[config.mk]
export PLATFORM = sky130hd
export DESIGN_NAME = cam_capture_rgb444
export DESIGN_NICKNAME = d
export VERILOG_FILES = /design/src/rtl/cam_pkg.sv /design/src/rtl/rgb565_to_rgb444.sv /design/src/rtl/cam_capture_rgb444.sv
export SDC_FILE = /design/constraint.sdc
export NUM_CORES = 1
export LEC_CHECK = 0
export BUFFER_PORTS_ARGS = -buffer_cell sky130_fd_sc_hd__buf_2
export CAP_MARGIN = 20
export CORE_ASPECT_RATIO = 0.5
export CORE_UTILIZATION = 57
export CTS_BUF_LIST = sky130_fd_sc_hd__clkbuf_4 sky130_fd_sc_hd__clkbuf_8
export DETAILED_ROUTE_END_ITERATION = 16
export MAX_ROUTING_LAYER = met4
export PLACE_DENSITY = 0.81
export SLEW_MARGIN = 20
export SYNTH_ARGS = -nofsm -noshare
export SYNTH_HDL_FRONTEND = slang
export SYNTH_SLANG_ARGS = --single-unit
[constraint.sdc]
create_clock -name pclk -period 1.8 [get_ports pclk]
set_input_delay 0.09 -clock pclk [delete_from_list [all_inputs] [get_ports pclk]]
set_output_delay 0.09 -clock pclk [all_outputs]
set_load 0.1 [all_outputs]
[src/rtl/cam_pkg.sv]
// cam_pkg
// Shared definitions for the camera capture path:
//   - default frame geometry (IMG_W, IMG_H) and pixel count (NPIX)
//   - capture FSM state encoding
//   - bit positions of the 4-bit R/G/B fields taken from a 16-bit RGB565 word
//     laid out as {byte1, byte2} = {R[4:0], G[5:0], B[4:0]}
package cam_pkg;

  localparam int IMG_W = 160;
  localparam int IMG_H = 120;
  localparam int NPIX  = IMG_W * IMG_H;

  typedef enum logic [1:0] {
    WAIT_FRAME = 2'd0,
    BYTE1      = 2'd1,
    BYTE2      = 2'd2
  } cap_state_t;

  // The top four bits of each RGB565 channel.
  localparam int R_MSB = 15;
  localparam int R_LSB = 12;
  localparam int G_MSB = 10;
  localparam int G_LSB = 7;
  localparam int B_MSB = 4;
  localparam int B_LSB = 1;

endpackage

[src/rtl/rgb565_to_rgb444.sv]
// rgb565_to_rgb444
// Purely combinational truncation of an RGB565 word to RGB444 by keeping the
// four most significant bits of each channel. Shared with the VGA test
// pattern path.
// Ports:
//   rgb565  in  16  {R[4:0], G[5:0], B[4:0]}
//   rgb444  out 12  {R[3:0], G[3:0], B[3:0]}
module rgb565_to_rgb444
  import cam_pkg::*;
(
  input  logic [15:0] rgb565,
  output logic [11:0] rgb444
);

  // The dropped low-order channel bits are collected here so it is clear
  // they are intentionally discarded.
  logic unused_low_bits;

  assign rgb444 = {rgb565[R_MSB:R_LSB], rgb565[G_MSB:G_LSB], rgb565[B_MSB:B_LSB]};
  assign unused_low_bits = ^{rgb565[11], rgb565[6:5], rgb565[0]};

endmodule

[src/rtl/cam_capture_rgb444.sv]
// cam_capture_rgb444
// Samples an OV7670-style camera bus (two RGB565 bytes per pixel), packs each
// pixel to RGB444 and drives the frame-buffer write port. Everything runs on
// the camera pixel clock; all outputs are registered.
// Ports:
//   pclk         in   1   pixel clock, rising edge
//   reset_n      in   1   asynchronous active-low reset
//   vsync        in   1   high during vertical blanking / frame boundary
//   href         in   1   high while pixel bytes are valid on px_data
//   px_data      in   8   camera byte bus
//   mem_px_addr  out  AW  buffer write address
//   mem_px_data  out  DW  RGB444 pixel {R,G,B}
//   px_wr        out  1   write strobe, one pclk per pixel
//   frame_done   out  1   one-cycle pulse at frame end
//   overflow     out  1   sticky; a pixel arrived with the address at NPIX
module cam_capture_rgb444 #(
  parameter int AW    = 15,
  parameter int DW    = 12,
  parameter int IMG_W = cam_pkg::IMG_W,
  parameter int IMG_H = cam_pkg::IMG_H
) (
  input  logic          pclk,
  input  logic          reset_n,
  input  logic          vsync,
  input  logic          href,
  input  logic [7:0]    px_data,
  output logic [AW-1:0] mem_px_addr,
  output logic [DW-1:0] mem_px_data,
  output logic          px_wr,
  output logic          frame_done,
  output logic          overflow
);

  import cam_pkg::*;

  localparam int NPIX = IMG_W * IMG_H;
  localparam logic [AW-1:0] NPIX_A = AW'(NPIX);

  cap_state_t    state, state_next;
  logic          vsync_q;
  logic [7:0]    hi_byte, hi_next;
  logic [AW-1:0] addr_next;
  logic [DW-1:0] data_next;
  logic          wr_next, done_next, ovf_next;
  logic [11:0]   pix444;

  rgb565_to_rgb444 u_pack (
    .rgb565 ({hi_byte, px_data}),
    .rgb444 (pix444)
  );

  always_ff @(posedge pclk or negedge reset_n) begin
    if (!reset_n) begin
      state       <= WAIT_FRAME;
      vsync_q     <= 1'b0;
      hi_byte     <= '0;
      mem_px_addr <= '0;
      mem_px_data <= '0;
      px_wr       <= 1'b0;
      frame_done  <= 1'b0;
      overflow    <= 1'b0;
    end else begin
      state       <= state_next;
      vsync_q     <= vsync;
      hi_byte     <= hi_next;
      mem_px_addr <= addr_next;
      mem_px_data <= data_next;
      px_wr       <= wr_next;
      frame_done  <= done_next;
      overflow    <= ovf_next;
    end
  end

  always_comb begin
    state_next = state;
    hi_next    = hi_byte;
    addr_next  = mem_px_addr;
    data_next  = mem_px_data;
    wr_next    = 1'b0;
    done_next  = 1'b0;
    ovf_next   = overflow;

    // The address shown during a write cycle advances on the following edge,
    // so consecutive pixels land on consecutive addresses.
    if (px_wr) begin
      addr_next = mem_px_addr + 1'b1;
    end

    unique case (state)
      WAIT_FRAME: begin
        if (vsync_q && !vsync) begin
          addr_next  = '0;
          state_next = BYTE1;
        end
      end
      BYTE1: begin
        // vsync takes priority over a byte presented in the same cycle.
        if (vsync) begin
          done_next  = 1'b1;
          state_next = WAIT_FRAME;
        end else if (href) begin
          hi_next    = px_data;
          state_next = BYTE2;
        end
      end
      BYTE2: begin
        if (vsync) begin
          done_next  = 1'b1;
          state_next = WAIT_FRAME;
        end else begin
          // href low here means the line ended mid-pixel: hi_byte is dropped.
          state_next = BYTE1;
          if (href) begin
            if (mem_px_addr == NPIX_A) begin
              ovf_next = 1'b1;
            end else begin
              wr_next   = 1'b1;
              data_next = DW'(pix444);
            end
          end
        end
      end
      default: begin
        state_next = WAIT_FRAME;
      end
    endcase
  end

endmodule

==> results.py <==
metrics = {
    "cells_and_area": {
        "post_route_cells_drive_above_1_share_pct": 36.82,
        "finalNetCount": 275,
        "multi_input_comb_area_um2": 1069,
        "antenna-diode-count": 0,
        "layout.cells.non_filler": 309,
        "register_area_um2": 1028,
        "final_area_um2": 2597,
        "areaGrowthSynthToFinish_pct": 19.38,
        "fillCellCount": 253,
    },
    "timing": {
        "tightestPinTransition_ps": 494.4,
        "fmax_mhz": 609.5,
        "ratio_of_final_minimum_period_to_clock_period_pct": 91.16,
        "unrepaired_setup_endpoints_after_global_routing": "no",
        "setup_tns_after_final_layout_ps": 0,
        "post-route-min-period_ps": 1641,
        "fin_skew_ps": 5.295,
        "total_of_endpoints_with_negative_setup_slack_in_the_final_report": 0,
        "final_hold_viol_count": 0,
        "final_max_tran_viols": 0,
        "max_slew_margin_pct": 67.04,
        "postLayoutSetupSlackWorst_ps": 159.2,
    },
    "route": {
        "routed_wl_um": 4766,
        "routedWlPerCell_um": 15.42,
        "drc_violations_left": 0,
        "final_antenna_net_count": 0,
        "detail_route.vias_per_cell": 5.932,
        "drt_pass1_iterations": 4,
        "drt_first_iter_violations": 75,
        "vias": 1833,
    },
    "die": {
        "chipHeight_um": 45.69,
        "num_rows": 15,
        "floorplan.die_area_um2": 4084,
        "io_pins": 42,
        "initial_utilization_pct": 61.34,
        "placeable_core_region_um2": 3547,
        "die_w_um": 89.38,
    },
    "power_and_ir_drop": {
        "fin_total_pwr_mw": 4.046,
        "intPower_mw": 1.977,
        "power_switching_mw": 2.068,
        "p_clk_share_pct": 16.0,
        "cellPowerDensity_nw_per_um2": 1558,
        "swShare_pct": 51.13,
        "share_comb_of_total_power_pct": 50.5,
        "ir_drop_mv": 1.243,
        "cellLeakagePower_nw": 1.177,
        "seq_power_share_pct": 33.5,
    },
    "placed_design": {
        "placement.cell_area_um2": 2480,
        "finalWeightedCongestion": 0.8136,
        "portBuffers": 41,
        "placedCellCount": 299,
        "dp_slack_ps": 190.1,
        "detailedPlacementHpwl_um": 3349,
    },
    "clocking": {
        "clock_sinks": 40,
        "cts.htree.levels": 2,
        "clock_buffer_count_from_cts": 5,
        "post_cts_buffers": 0,
        "cts_tree": "built",
        "postCtsResizedCells": 0,
        "cts_root_buffer": "sky130_fd_sc_hd__clkbuf_8",
        "clock_insertion_delay_worst_skew_ps": 290,
        "cts.reportedPaths.clkPinSlew_ps": 80,
        "max-clock-path-buffers": 2,
    },
    "worst_setup_path": {
        "critical_path.max_fanout": 14,
        "endpoint_kind": "flop",
        "setup.worst_path.class": "flop to flop",
        "crit_path_start_kind": "flop",
        "worst_ep_arrival_time_ps": 1860,
        "cp.required_ps": 2020,
    },
    "global_route": {
        "overall_overflow_remaining_after_global_route": 0,
        "grt_max_degree": 21,
        "initial_antenna_violation_count": 0,
        "groute.usage.overall_pct": 27.38,
        "grt_pass1_vias": 1687,
        "wire_length_of_the_first_global_routing_pass_um": 7859,
    },
    "yosys": {
        "asyncSetResetFlopFracSynth_pct": 100.0,
        "synth_nets": 229,
        "most_used_flip_flop_cell_after_synthesis": "sky130_fd_sc_hd__dfrtp_1",
        "ys_warn_count": 0,
        "seq_area_frac_synth_pct": 46.00,
        "synthTopCellsByCount": "sky130_fd_sc_hd__dfrtp_1 (40), sky130_fd_sc_hd__nand2_1 (32), sky130_fd_sc_hd__nand4_1 (14), sky130_fd_sc_hd__nor3b_1 (13), sky130_fd_sc_hd__o211ai_2 (9)",
        "post-synth-top-count-cell": "sky130_fd_sc_hd__dfrtp_1",
        "synth_top_area_share_pct": 46.00,
        "ys_seq_elements": 40,
        "synth_cell_type_count": 37,
        "netlist_area_um2": 2176,
        "synth-edff-count": 0,
        "syn_avg_cell_area_um2": 10.31,
        "synthCells": 211,
        "yosysTopAreaCell": "sky130_fd_sc_hd__dfrtp_1",
        "ys_top_cells_by_area": "sky130_fd_sc_hd__dfrtp_1 (46%), sky130_fd_sc_hd__nand2_1 (5.5%), sky130_fd_sc_hd__o211ai_2 (5.2%)",
    },
    "hold_path": {
        "min_path_type": "primary input to flop",
    },
    "run": {
        "maxCapViolations": 0,
    },
    "run_status": {
        "run_status": "finished clean",
    },
}
[per-stage QoR]
step | util (%) | hold WS [ps]
floorplan | - | -205.6
global placement | 69.91 | 66.76
detailed placement | 69.91 | 79.79
CTS | 73.23 | 24.55
global route | 73.23 | 24.69
finish | 73.23 | 28.59
[flip-flops by register name, indices dropped and copies added (netlist names)]
signal / flops
vsync_q: 1
mem_px_addr: 15
hi_byte: 7
px_wr: 1
overflow: 1
mem_px_data: 12
frame_done: 1
state: 2
[power by group through the flow]
| stage | clock network [mW] | registers (mW) | logic (mW) |
|---|---|---|---|
| after floorplan | 0 | 2.49 | 0.557 |
| after global placement | 0 | 1.35 | 2.00 |
| after detailed placement | 0 | 1.37 | 2.05 |
| after CTS | 0.659 | 1.35 | 2.06 |
| after global routing | 0.688 | 1.39 | 2.16 |
| final | 0.647 | 1.36 | 2.04 |
[metal layers]
layer	up-vias	GRT usage (%)	wire, um
met4	0	8.889	70
met1	915	35.86	2193
met5	-	-	0
li1	852	-	-
met2	53	42.90	2261
met3	13	6.341	240
[placed cells by master (no fill, tap or decap), types with 8 or more instances in the layout]
cell | Yosys | final
sky130_fd_sc_hd__buf_2 | 4 | 41
sky130_fd_sc_hd__nand2_1 | 32 | 32
sky130_fd_sc_hd__dfrtp_1 | 40 | 24
sky130_fd_sc_hd__nand4_1 | 14 | 14
sky130_fd_sc_hd__nor3b_1 | 13 | 13
sky130_fd_sc_hd__dfrtp_2 | 0 | 13
sky130_fd_sc_hd__o211ai_2 | 9 | 9
sky130_fd_sc_hd__buf_4 | 3 | 9
sky130_fd_sc_hd__nor2_1 | 8 | 8
[cells by family (layout without fill, tap and decap cells)]
kind of cell	count (synthesis)	count (layout)	share of synthesized area, %
adders and majority gates	6	6	3.450
DFF	40	40	46.00
xor gates and xnor gates	4	4	1.610
AOI/OAI and AO/OA	29	29	10.98
buffers and inverters	21	68	4.888
muxes	13	13	6.383
and+or+nand+nor	98	98	26.68
[critical path, stage by stage, from the launching register on]
cell                      delay [ps]
sky130_fd_sc_hd__dfrtp_2         420
sky130_fd_sc_hd__nand3_1         360
sky130_fd_sc_hd__or4_1           630
sky130_fd_sc_hd__a21oi_1         150
[worst paths after layout]
check	from	to	slack, ps	cells past startpoint
hold reg to reg	overflow	overflow	480	1
setup reg to reg	mem_px_addr[4]	mem_px_addr[8]	160	3
hold / removal	px_data[6]	hi_byte[6]	30	2
max in group asynchronous	reset_n	mem_px_data[0]	950	3
setup / recovery	mem_px_addr[4]	mem_px_addr[8]	160	3
min in group asynchronous	reset_n	mem_px_addr[4]	290	2
[layout make-up]
cell class                      count  area share [%]
Multi-Input combinational cell    150           41.14
Sequential cell                    40           39.60
Timing Repair Buffer               53           12.04
Clock buffer                        8           3.757
Tap cell                           51           2.457
Inverter                            7           1.012
[what timing repair did]
item	in CTS	in global routing
hold buffers	2	0
hold endpoints to repair	19	0
endpoints found under the setup margin	0	0
No activity file was read; power rests on OpenSTA's default activity.
